$ cat config.mk
export PLATFORM = sky130hd
export DESIGN_NAME = picorv32_mem_axi_responder
export DESIGN_NICKNAME = d
export VERILOG_FILES = /design/src/rtl/picorv32_mem_axi_responder.sv
export SDC_FILE = /design/constraint.sdc
export NUM_CORES = 1
export LEC_CHECK = 0
export CAP_MARGIN = 20
export CELL_PAD_IN_SITES_DETAIL_PLACEMENT = 0
export CELL_PAD_IN_SITES_GLOBAL_PLACEMENT = 1
export CORE_MARGIN = 4
export CORE_UTILIZATION = 41
export CTS_CLUSTER_DIAMETER = 30
export CTS_CLUSTER_SIZE = 14
export DETAILED_ROUTE_END_ITERATION = 10
export GPL_TIMING_DRIVEN = 0
export PLACE_DENSITY = 0.95
export SYNTH_ARGS = -nofsm -noshare
export SYNTH_HDL_FRONTEND = slang
export SYNTH_SLANG_ARGS = --single-unit
$ cat constraint.sdc
create_clock -name clk -period 5.2 [get_ports clk]
set_input_delay 0.78 -clock clk [delete_from_list [all_inputs] [get_ports clk]]
set_output_delay 0.78 -clock clk [all_outputs]
set_load 0.1 [all_outputs]
$ cat src/rtl/picorv32_mem_axi_responder.sv
// picorv32_mem_axi_responder
//
// AXI4-Lite slave that accepts single-beat 32-bit reads and writes and
// replays each one as a request on a PicoRV32-style native memory port.
// One native transaction is outstanding at a time. Each AXI request channel
// has a one-deep holding register, so the next AW/W/AR can be accepted while
// the current native request or its response is still pending.
//
// Handshake semantics (all AXI channels): a transfer happens on the rising
// clk edge where VALID and READY are both 1. A source holds VALID and its
// payload stable until that edge. Here every READY is driven from flops
// only, and bvalid/rvalid with their payloads stay stable until accepted.
//
// Ports
//   clk, resetn          clock; asynchronous active-low reset
//   mem_axi_aw*          write address (awprot is ignored)
//   mem_axi_w*           write data and byte strobes
//   mem_axi_b*           write response (OKAY or SLVERR on timeout)
//   mem_axi_ar*          read address; arprot[2] marks an instruction fetch
//   mem_axi_r*           read data and response
//   mem_valid/instr/addr/wdata/wstrb   registered native request
//   mem_ready, mem_rdata                native completion
//   dbg_state_o          current FSM state, for observation only
//
// TIMEOUT_CYCLES: cycles mem_valid may stay high without mem_ready before the
// request is aborted with SLVERR. 0 disables the timeout. Range 0..65535.

module picorv32_mem_axi_responder #(
  parameter int unsigned TIMEOUT_CYCLES = 1024
) (
  input  logic        clk,
  input  logic        resetn,
  input  logic        mem_axi_awvalid,
  output logic        mem_axi_awready,
  input  logic [31:0] mem_axi_awaddr,
  input  logic [2:0]  mem_axi_awprot,
  input  logic        mem_axi_wvalid,
  output logic        mem_axi_wready,
  input  logic [31:0] mem_axi_wdata,
  input  logic [3:0]  mem_axi_wstrb,
  output logic        mem_axi_bvalid,
  input  logic        mem_axi_bready,
  output logic [1:0]  mem_axi_bresp,
  input  logic        mem_axi_arvalid,
  output logic        mem_axi_arready,
  input  logic [31:0] mem_axi_araddr,
  input  logic [2:0]  mem_axi_arprot,
  output logic        mem_axi_rvalid,
  input  logic        mem_axi_rready,
  output logic [31:0] mem_axi_rdata,
  output logic [1:0]  mem_axi_rresp,
  output logic        mem_valid,
  output logic        mem_instr,
  output logic [31:0] mem_addr,
  output logic [31:0] mem_wdata,
  output logic [3:0]  mem_wstrb,
  input  logic        mem_ready,
  input  logic [31:0] mem_rdata,
  output logic [2:0]  dbg_state_o
);

  typedef enum logic [2:0] {
    S_IDLE  = 3'd0,
    S_WREQ  = 3'd1,
    S_WRESP = 3'd2,
    S_RREQ  = 3'd3,
    S_RRESP = 3'd4
  } state_e;

  localparam logic [1:0]  RESP_OKAY   = 2'b00;
  localparam logic [1:0]  RESP_SLVERR = 2'b10;
  localparam bit          TMO_EN      = (TIMEOUT_CYCLES != 0);
  // The counter holds the number of cycles already spent waiting, so the
  // abort fires on the edge that would complete the TIMEOUT_CYCLES-th cycle.
  localparam logic [15:0] TMO_LAST    = 16'(TIMEOUT_CYCLES - 1);

  // awprot and the low arprot bits carry no meaning on the native port.
  logic unused_prot;
  assign unused_prot = ^{mem_axi_awprot, mem_axi_arprot[1:0]};

  // Holding registers
  logic        aw_held_q, w_held_q, ar_held_q;
  logic [31:0] aw_addr_q, w_data_q, ar_addr_q;
  logic [3:0]  w_strb_q;
  logic        ar_instr_q;
  logic        grant_w, grant_r;

  // FSM and native/response registers
  state_e      state_q, state_d;
  logic        last_was_write_q, last_was_write_d;
  logic        mem_valid_q, mem_valid_d;
  logic        mem_instr_q, mem_instr_d;
  logic [31:0] mem_addr_q, mem_addr_d;
  logic [31:0] mem_wdata_q, mem_wdata_d;
  logic [3:0]  mem_wstrb_q, mem_wstrb_d;
  logic [31:0] rdata_q, rdata_d;
  logic [1:0]  bresp_q, bresp_d;
  logic [1:0]  rresp_q, rresp_d;
  logic [15:0] tmo_cnt_q, tmo_cnt_d;
  logic        wr_rdy, rd_rdy, tmo_hit;

  // A register never fills and clears on the same edge: it can only be
  // granted while full, and it can only fill while empty.
  always_ff @(posedge clk or negedge resetn) begin
    if (!resetn) begin
      aw_held_q  <= 1'b0;
      w_held_q   <= 1'b0;
      ar_held_q  <= 1'b0;
      aw_addr_q  <= '0;
      w_data_q   <= '0;
      w_strb_q   <= '0;
      ar_addr_q  <= '0;
      ar_instr_q <= 1'b0;
    end else begin
      if (grant_w) begin
        aw_held_q <= 1'b0;
      end else if (mem_axi_awvalid && !aw_held_q) begin
        aw_held_q <= 1'b1;
        aw_addr_q <= mem_axi_awaddr;
      end
      if (grant_w) begin
        w_held_q <= 1'b0;
      end else if (mem_axi_wvalid && !w_held_q) begin
        w_held_q <= 1'b1;
        w_data_q <= mem_axi_wdata;
        w_strb_q <= mem_axi_wstrb;
      end
      if (grant_r) begin
        ar_held_q <= 1'b0;
      end else if (mem_axi_arvalid && !ar_held_q) begin
        ar_held_q  <= 1'b1;
        ar_addr_q  <= mem_axi_araddr;
        ar_instr_q <= mem_axi_arprot[2];
      end
    end
  end

  always_ff @(posedge clk or negedge resetn) begin
    if (!resetn) begin
      state_q          <= S_IDLE;
      last_was_write_q <= 1'b0;
      mem_valid_q      <= 1'b0;
      mem_instr_q      <= 1'b0;
      mem_addr_q       <= '0;
      mem_wdata_q      <= '0;
      mem_wstrb_q      <= '0;
      rdata_q          <= '0;
      bresp_q          <= RESP_OKAY;
      rresp_q          <= RESP_OKAY;
      tmo_cnt_q        <= '0;
    end else begin
      state_q          <= state_d;
      last_was_write_q <= last_was_write_d;
      mem_valid_q      <= mem_valid_d;
      mem_instr_q      <= mem_instr_d;
      mem_addr_q       <= mem_addr_d;
      mem_wdata_q      <= mem_wdata_d;
      mem_wstrb_q      <= mem_wstrb_d;
      rdata_q          <= rdata_d;
      bresp_q          <= bresp_d;
      rresp_q          <= rresp_d;
      tmo_cnt_q        <= tmo_cnt_d;
    end
  end

  always_comb begin
    state_d          = state_q;
    last_was_write_d = last_was_write_q;
    mem_valid_d      = mem_valid_q;
    mem_instr_d      = mem_instr_q;
    mem_addr_d       = mem_addr_q;
    mem_wdata_d      = mem_wdata_q;
    mem_wstrb_d      = mem_wstrb_q;
    rdata_d          = rdata_q;
    bresp_d          = bresp_q;
    rresp_d          = rresp_q;
    tmo_cnt_d        = tmo_cnt_q;
    grant_w          = 1'b0;
    grant_r          = 1'b0;
    wr_rdy           = aw_held_q && w_held_q;
    rd_rdy           = ar_held_q;
    tmo_hit          = TMO_EN && (tmo_cnt_q == TMO_LAST);

    case (state_q)
      S_IDLE: begin
        // Round-robin on a tie: take the type that was not granted last.
        if (wr_rdy && (!rd_rdy || !last_was_write_q)) begin
          grant_w = 1'b1;
        end else if (rd_rdy) begin
          grant_r = 1'b1;
        end
        if (grant_w) begin
          last_was_write_d = 1'b1;
          mem_addr_d       = aw_addr_q;
          mem_wdata_d      = w_data_q;
          mem_wstrb_d      = w_strb_q;
          mem_instr_d      = 1'b0;
          tmo_cnt_d        = '0;
          if (w_strb_q == 4'b0000) begin
            // PicoRV32 decodes wstrb==0 as a read, so never issue it.
            bresp_d = RESP_OKAY;
            state_d = S_WRESP;
          end else begin
            mem_valid_d = 1'b1;
            state_d     = S_WREQ;
          end
        end else if (grant_r) begin
          last_was_write_d = 1'b0;
          mem_addr_d       = ar_addr_q;
          mem_wstrb_d      = 4'b0000;
          mem_instr_d      = ar_instr_q;
          mem_valid_d      = 1'b1;
          tmo_cnt_d        = '0;
          state_d          = S_RREQ;
        end
      end
      S_WREQ, S_RREQ: begin
        if (mem_ready) begin
          mem_valid_d = 1'b0;
          if (state_q == S_WREQ) begin
            bresp_d = RESP_OKAY;
            state_d = S_WRESP;
          end else begin
            rdata_d = mem_rdata;
            rresp_d = RESP_OKAY;
            state_d = S_RRESP;
          end
        end else if (tmo_hit) begin
          mem_valid_d = 1'b0;
          if (state_q == S_WREQ) begin
            bresp_d = RESP_SLVERR;
            state_d = S_WRESP;
          end else begin
            rdata_d = '0;
            rresp_d = RESP_SLVERR;
            state_d = S_RRESP;
          end
        end else begin
          tmo_cnt_d = tmo_cnt_q + 16'd1;
        end
      end
      S_WRESP: begin
        if (mem_axi_bready) state_d = S_IDLE;
      end
      S_RRESP: begin
        if (mem_axi_rready) state_d = S_IDLE;
      end
      default: state_d = S_IDLE;
    endcase
  end

  assign mem_axi_awready = !aw_held_q;
  assign mem_axi_wready  = !w_held_q;
  assign mem_axi_arready = !ar_held_q;
  assign mem_axi_bvalid  = (state_q == S_WRESP);
  assign mem_axi_bresp   = bresp_q;
  assign mem_axi_rvalid  = (state_q == S_RRESP);
  assign mem_axi_rdata   = rdata_q;
  assign mem_axi_rresp   = rresp_q;
  assign mem_valid       = mem_valid_q;
  assign mem_instr       = mem_instr_q;
  assign mem_addr        = mem_addr_q;
  assign mem_wdata       = mem_wdata_q;
  assign mem_wstrb       = mem_wstrb_q;
  assign dbg_state_o     = state_q;

endmodule

# Word-level counts from Yosys, hierarchy flattened
# Cells that the tools add are included.
# W data, S select, Z words.
# totals
reg_bits	230
inputBits	146
output_inout_bits	114
# op_classes
add_sub_neg	1
eq_ne	15
mux	56
n_bitwise	3
n_reduce_logical	29
# ops
op	n
$mux W32	6
$mux W16	4
$pmux W16 S2	1
$mux W1	22
$mux W2	11
$mux W3	7
$add A16 B1 Y16 const B	1
$eq A16 B10 Y1 const B	1
$pmux W3 S4	1
$reduce_and A4 Y1	3
$reduce_bool A2 Y1	6
$ne A2 B2 Y1 const B	5
$reduce_and A2 Y1	5
$ne A3 B3 Y1 const B	3
$mux W4	2
$eq A3 B2 Y1 const B	2
$logic_and A1 B1 Y1	5
$reduce_and A5 Y1	1
$logic_not A1 Y1	4
$logic_not A4 Y1	1
$ne A2 B1 Y1 const B	2
$pmux W2 S2	1
$eq A3 B1 Y1 const B	1
$eq A3 B3 Y1 const B	1
other kinds (6)	8

# Depth between registers and ports, before layout
# logic_depth
depth_word	8
mapped_depth	7
mapped_depth_nobuf	5

# Worst setup path after synthesis
# OpenSTA, ideal clock, no wires.
# synth_path
path_type	flip-flop to output port
from	register state_q[1] (netlist: dbg_state_o[1])
to	output mem_axi_bvalid
arrival_ns	3.442
required_time_ns	4.420
path_slack_ns	0.978
path_stages_with_launch	3
path_cell_list	dfrtp_1 > clkbuf_1 > nor3b_1
# synth_via
elab_chain_len	1
# synth_rtl
element	line_no	text
start: declaration	89	state_e state_q, state_d;
start signal: assignment	152	state_q <= state_d;
$eq A3 B2 Y1	255	assign mem_axi_bvalid = (state_q == S_WRESP);
end: declaration	41	output logic mem_axi_bvalid,
# Every way passes these cells.

# Worst setup path after layout
# layout_path
from	register state_q[2] (netlist: dbg_state_o[2])
to	output mem_axi_rvalid
# layout_via
elab_chain_len	1
# layout_rtl
element	line_no	text
$eq A3 B3 Y1	257	assign mem_axi_rvalid = (state_q == S_RRESP);
end: declaration	48	output logic mem_axi_rvalid,
# Every way passes these cells.

==> qor.txt <==
Async set or reset register ratio after synthesis - 1.000
Post-DP HPWL - 16650 µm
Final Max Slew Viols - 0
Worst path cell trace - clkbuf_1 -> inv_1 -> nor3_1 -> clkdlybuf4s50_1
CTS Hold Bufs - 0
Critical Path Start Type - flip-flop
Commonest non-fill, non-tap cell in the layout - clkdlybuf4s50_1
Layout Nets - 1153
Die H - 156.9 µm
Initial Util - 0.4165
Max-cap violations - 0
Worst slew pin tran - 1066 ps
Resize count post-CTS - 0
Critical-path top delay cell - clkdlybuf4s50_1
R2R depth - 7
Clock tree root buffer cell - clkbuf_16
Detail Route Antenna Nets - 0
Endpoints failing hold - 0
Critical path arrival - 2640 ps
Status - complete, no violations
Post-Layout Inst Area - 13810 µm²
Area share of the largest cell type after synthesis - 0.6278
Number of fill cells in the layout - 1707
Period minus WS final - 3421 ps
Crit Path Class - reg2out
Via/cell ratio - 5.106
Multi-input logic area - 3183 µm²
Placer's final routability congestion estimate - 0.7779
Yosys warning total - 0
Area grow syn2layout - 51.97%
Chip Width - 156.9 µm
RSZ-0062 raised after global routing - false
CTS tree - done
Clock sinks - 228
Vias in the first global route - 7597
CP Capture Type - primary output
Pre-CTS setup slack - 2226 ps
Slew Limit Headroom - 0.2869
Total number of vias - 6781
GRT Total Usage - 0.1993
Core ar. - 21820 µm²
Commonest register cell after synthesis - dfrtp_1
Tcrit/Tclk final - 0.6579
Register area share after synthesis - 0.6278
Final WL - 24410 µm
Share of cells above drive strength 1 - 0.2216
Synthesized instance count - 700
Yosys cell types - 50
Largest area contributor in the netlist - dfrtp_1
Register area - 5705 µm²
Syn_area_per_cell - 12.98 µm²
# H-tree levels - 2
IO Count - 260
Pre-antenna DRT Iters - 4
Fmax - 0.2923 GHz
Starting DRT DRC Count - 239
Antenna violations before repair - 0
Slowest cell delay on critical path - 1170 ps
Drt drc - 0
Site Rows - 54
Worst Skew - 26.02 ps
Area post-placement - 12000 µm²
Setup bufs post-CTS - 0
#FFs+latches synth - 228
Clk pin slew, worst setup/hold paths - 40 ps
Total grt overflow - 0
EDFF count, synth - 0
Port bufs - 252
Finish-stage setup viols - 0
Die footprint - 24610 µm²
Ranking of synthesized cells by area - dfrtp_1 (63%), mux2_2 (16%), a22o_1 (3.5%), nand2_1 (3.3%), a31oi_1 (2.9%)
Clk_lat worst skew - 530 ps
Most frequent cells in the layout - clkdlybuf4s50_1 (251), dfrtp_1 (228), mux2_2 (128)
Bufs on Longest Clock Path - 3
Tightest Hold Check Type - in2async
Min Hold Slack - 258.2 ps
Routed WL per cell - 18.38 µm
Worst EP required - 4420 ps
Number of buffers created by CTS - 50
Cell Area, Synth - 9089 µm²
Worst-path fanout max - 9
First-pass GRT wire length - 39200 µm
Pin count of the biggest net entering global routing - 128
Final WS setup - 1779 ps
## logic make-up (layout without fill, tap and decap cells)
group           count (synthesis)  after routing  share of synthesized area
fa+ha+maj                       1              1                   0.001376
mux                           137            137                     0.1693
buf+inv                        51            397                    0.02244
simple gates                  170            170                    0.08701
other cells                     1              3                  0.0004126
flops                         228            228                     0.6278
compound gates                112            112                    0.09168
## worst max-delay path: cells and delay by family, from the launching register on
family / cells / cell delay [ps]
and+or+nand+nor: 1 / 150
buffers and inverters: 3 / 1620
DFF: 1 / 330
## metrics by stage
step / TNS [ps] / instances / utilization
floorplan: 0 / 701 / -
global placement: -1406440 / 1233 / 0.5483
detailed placement: 0 / 1234 / 0.5498
CTS: 0 / 1327 / 0.6328
global route: 0 / 1327 / 0.6328
finish: 0 / 1328 / 0.6329
## synthesized netlist by cell type (4+ instances only)
| cell type | instances |
|---|---|
| nor2_1 | 41 |
| nand2_1 | 81 |
| a31oi_1 | 42 |
| mux2_1 | 6 |
| nand4_1 | 6 |
| nor4_1 | 4 |
| nor3_1 | 5 |
| dfrtp_1 | 228 |
| inv_1 | 5 |
| a22o_1 | 36 |
| o21ai_1 | 5 |
| o41ai_1 | 4 |
| nand3_1 | 6 |
| buf_2 | 4 |
| mux2_2 | 128 |
| nor2b_1 | 5 |
| clkbuf_1 | 37 |
## state kept, by name, summed over array words and instances (netlist names)
name	count
mem_axi_rresp	1
tmo_cnt_q	16
mem_axi_bresp	1
mem_valid	1
mem_wstrb	4
mem_instr	1
w_data_q	32
ar_held_q	1
mem_addr	32
w_strb_q	4
ar_addr_q	32
w_held_q	1
mem_axi_rdata	32
last_was_write_q	1
aw_addr_q	32
ar_instr_q	1
dbg_state_o	3
mem_wdata	32
aw_held_q	1
## layout make-up
class	count	share of cell area
tap	280	0.02536
clock inverter	28	0.02998
sequential	228	0.4131
buffer	46	0.01341
inverter	5	0.001359
antenna	1	0.0001812
clock buffer	65	0.1012
multi-input combinational	422	0.2305
timing repair buffer	253	0.1850
## layer usage
metal  wire length, µm  vias to the layer above  GRT usage
li1                  -                     3151          -
met1              9980                     3378     0.2434
met2             12140                      203     0.3424
met3              1687                       49    0.05420
met4               601                        0    0.06777
met5                 0                        -          0
## path summary, 6_finish.rpt
| check | from | end | slack, ps |
|---|---|---|---|
| max reg2reg | dbg_state_o[0] | mem_addr[26] | 2590 |
| min | resetn | tmo_cnt_q[6] | 260 |
| min reg2reg | mem_instr | mem_instr | 470 |
| max in group asynchronous | resetn | ar_addr_q[26] | 3870 |
| max | dbg_state_o[2] | mem_axi_rvalid | 1780 |
| min in group clk | mem_instr | mem_instr | 470 |
Power is not shown: default switching activity piles up to over one toggle a cycle in this logic, so the estimate is an artifact.
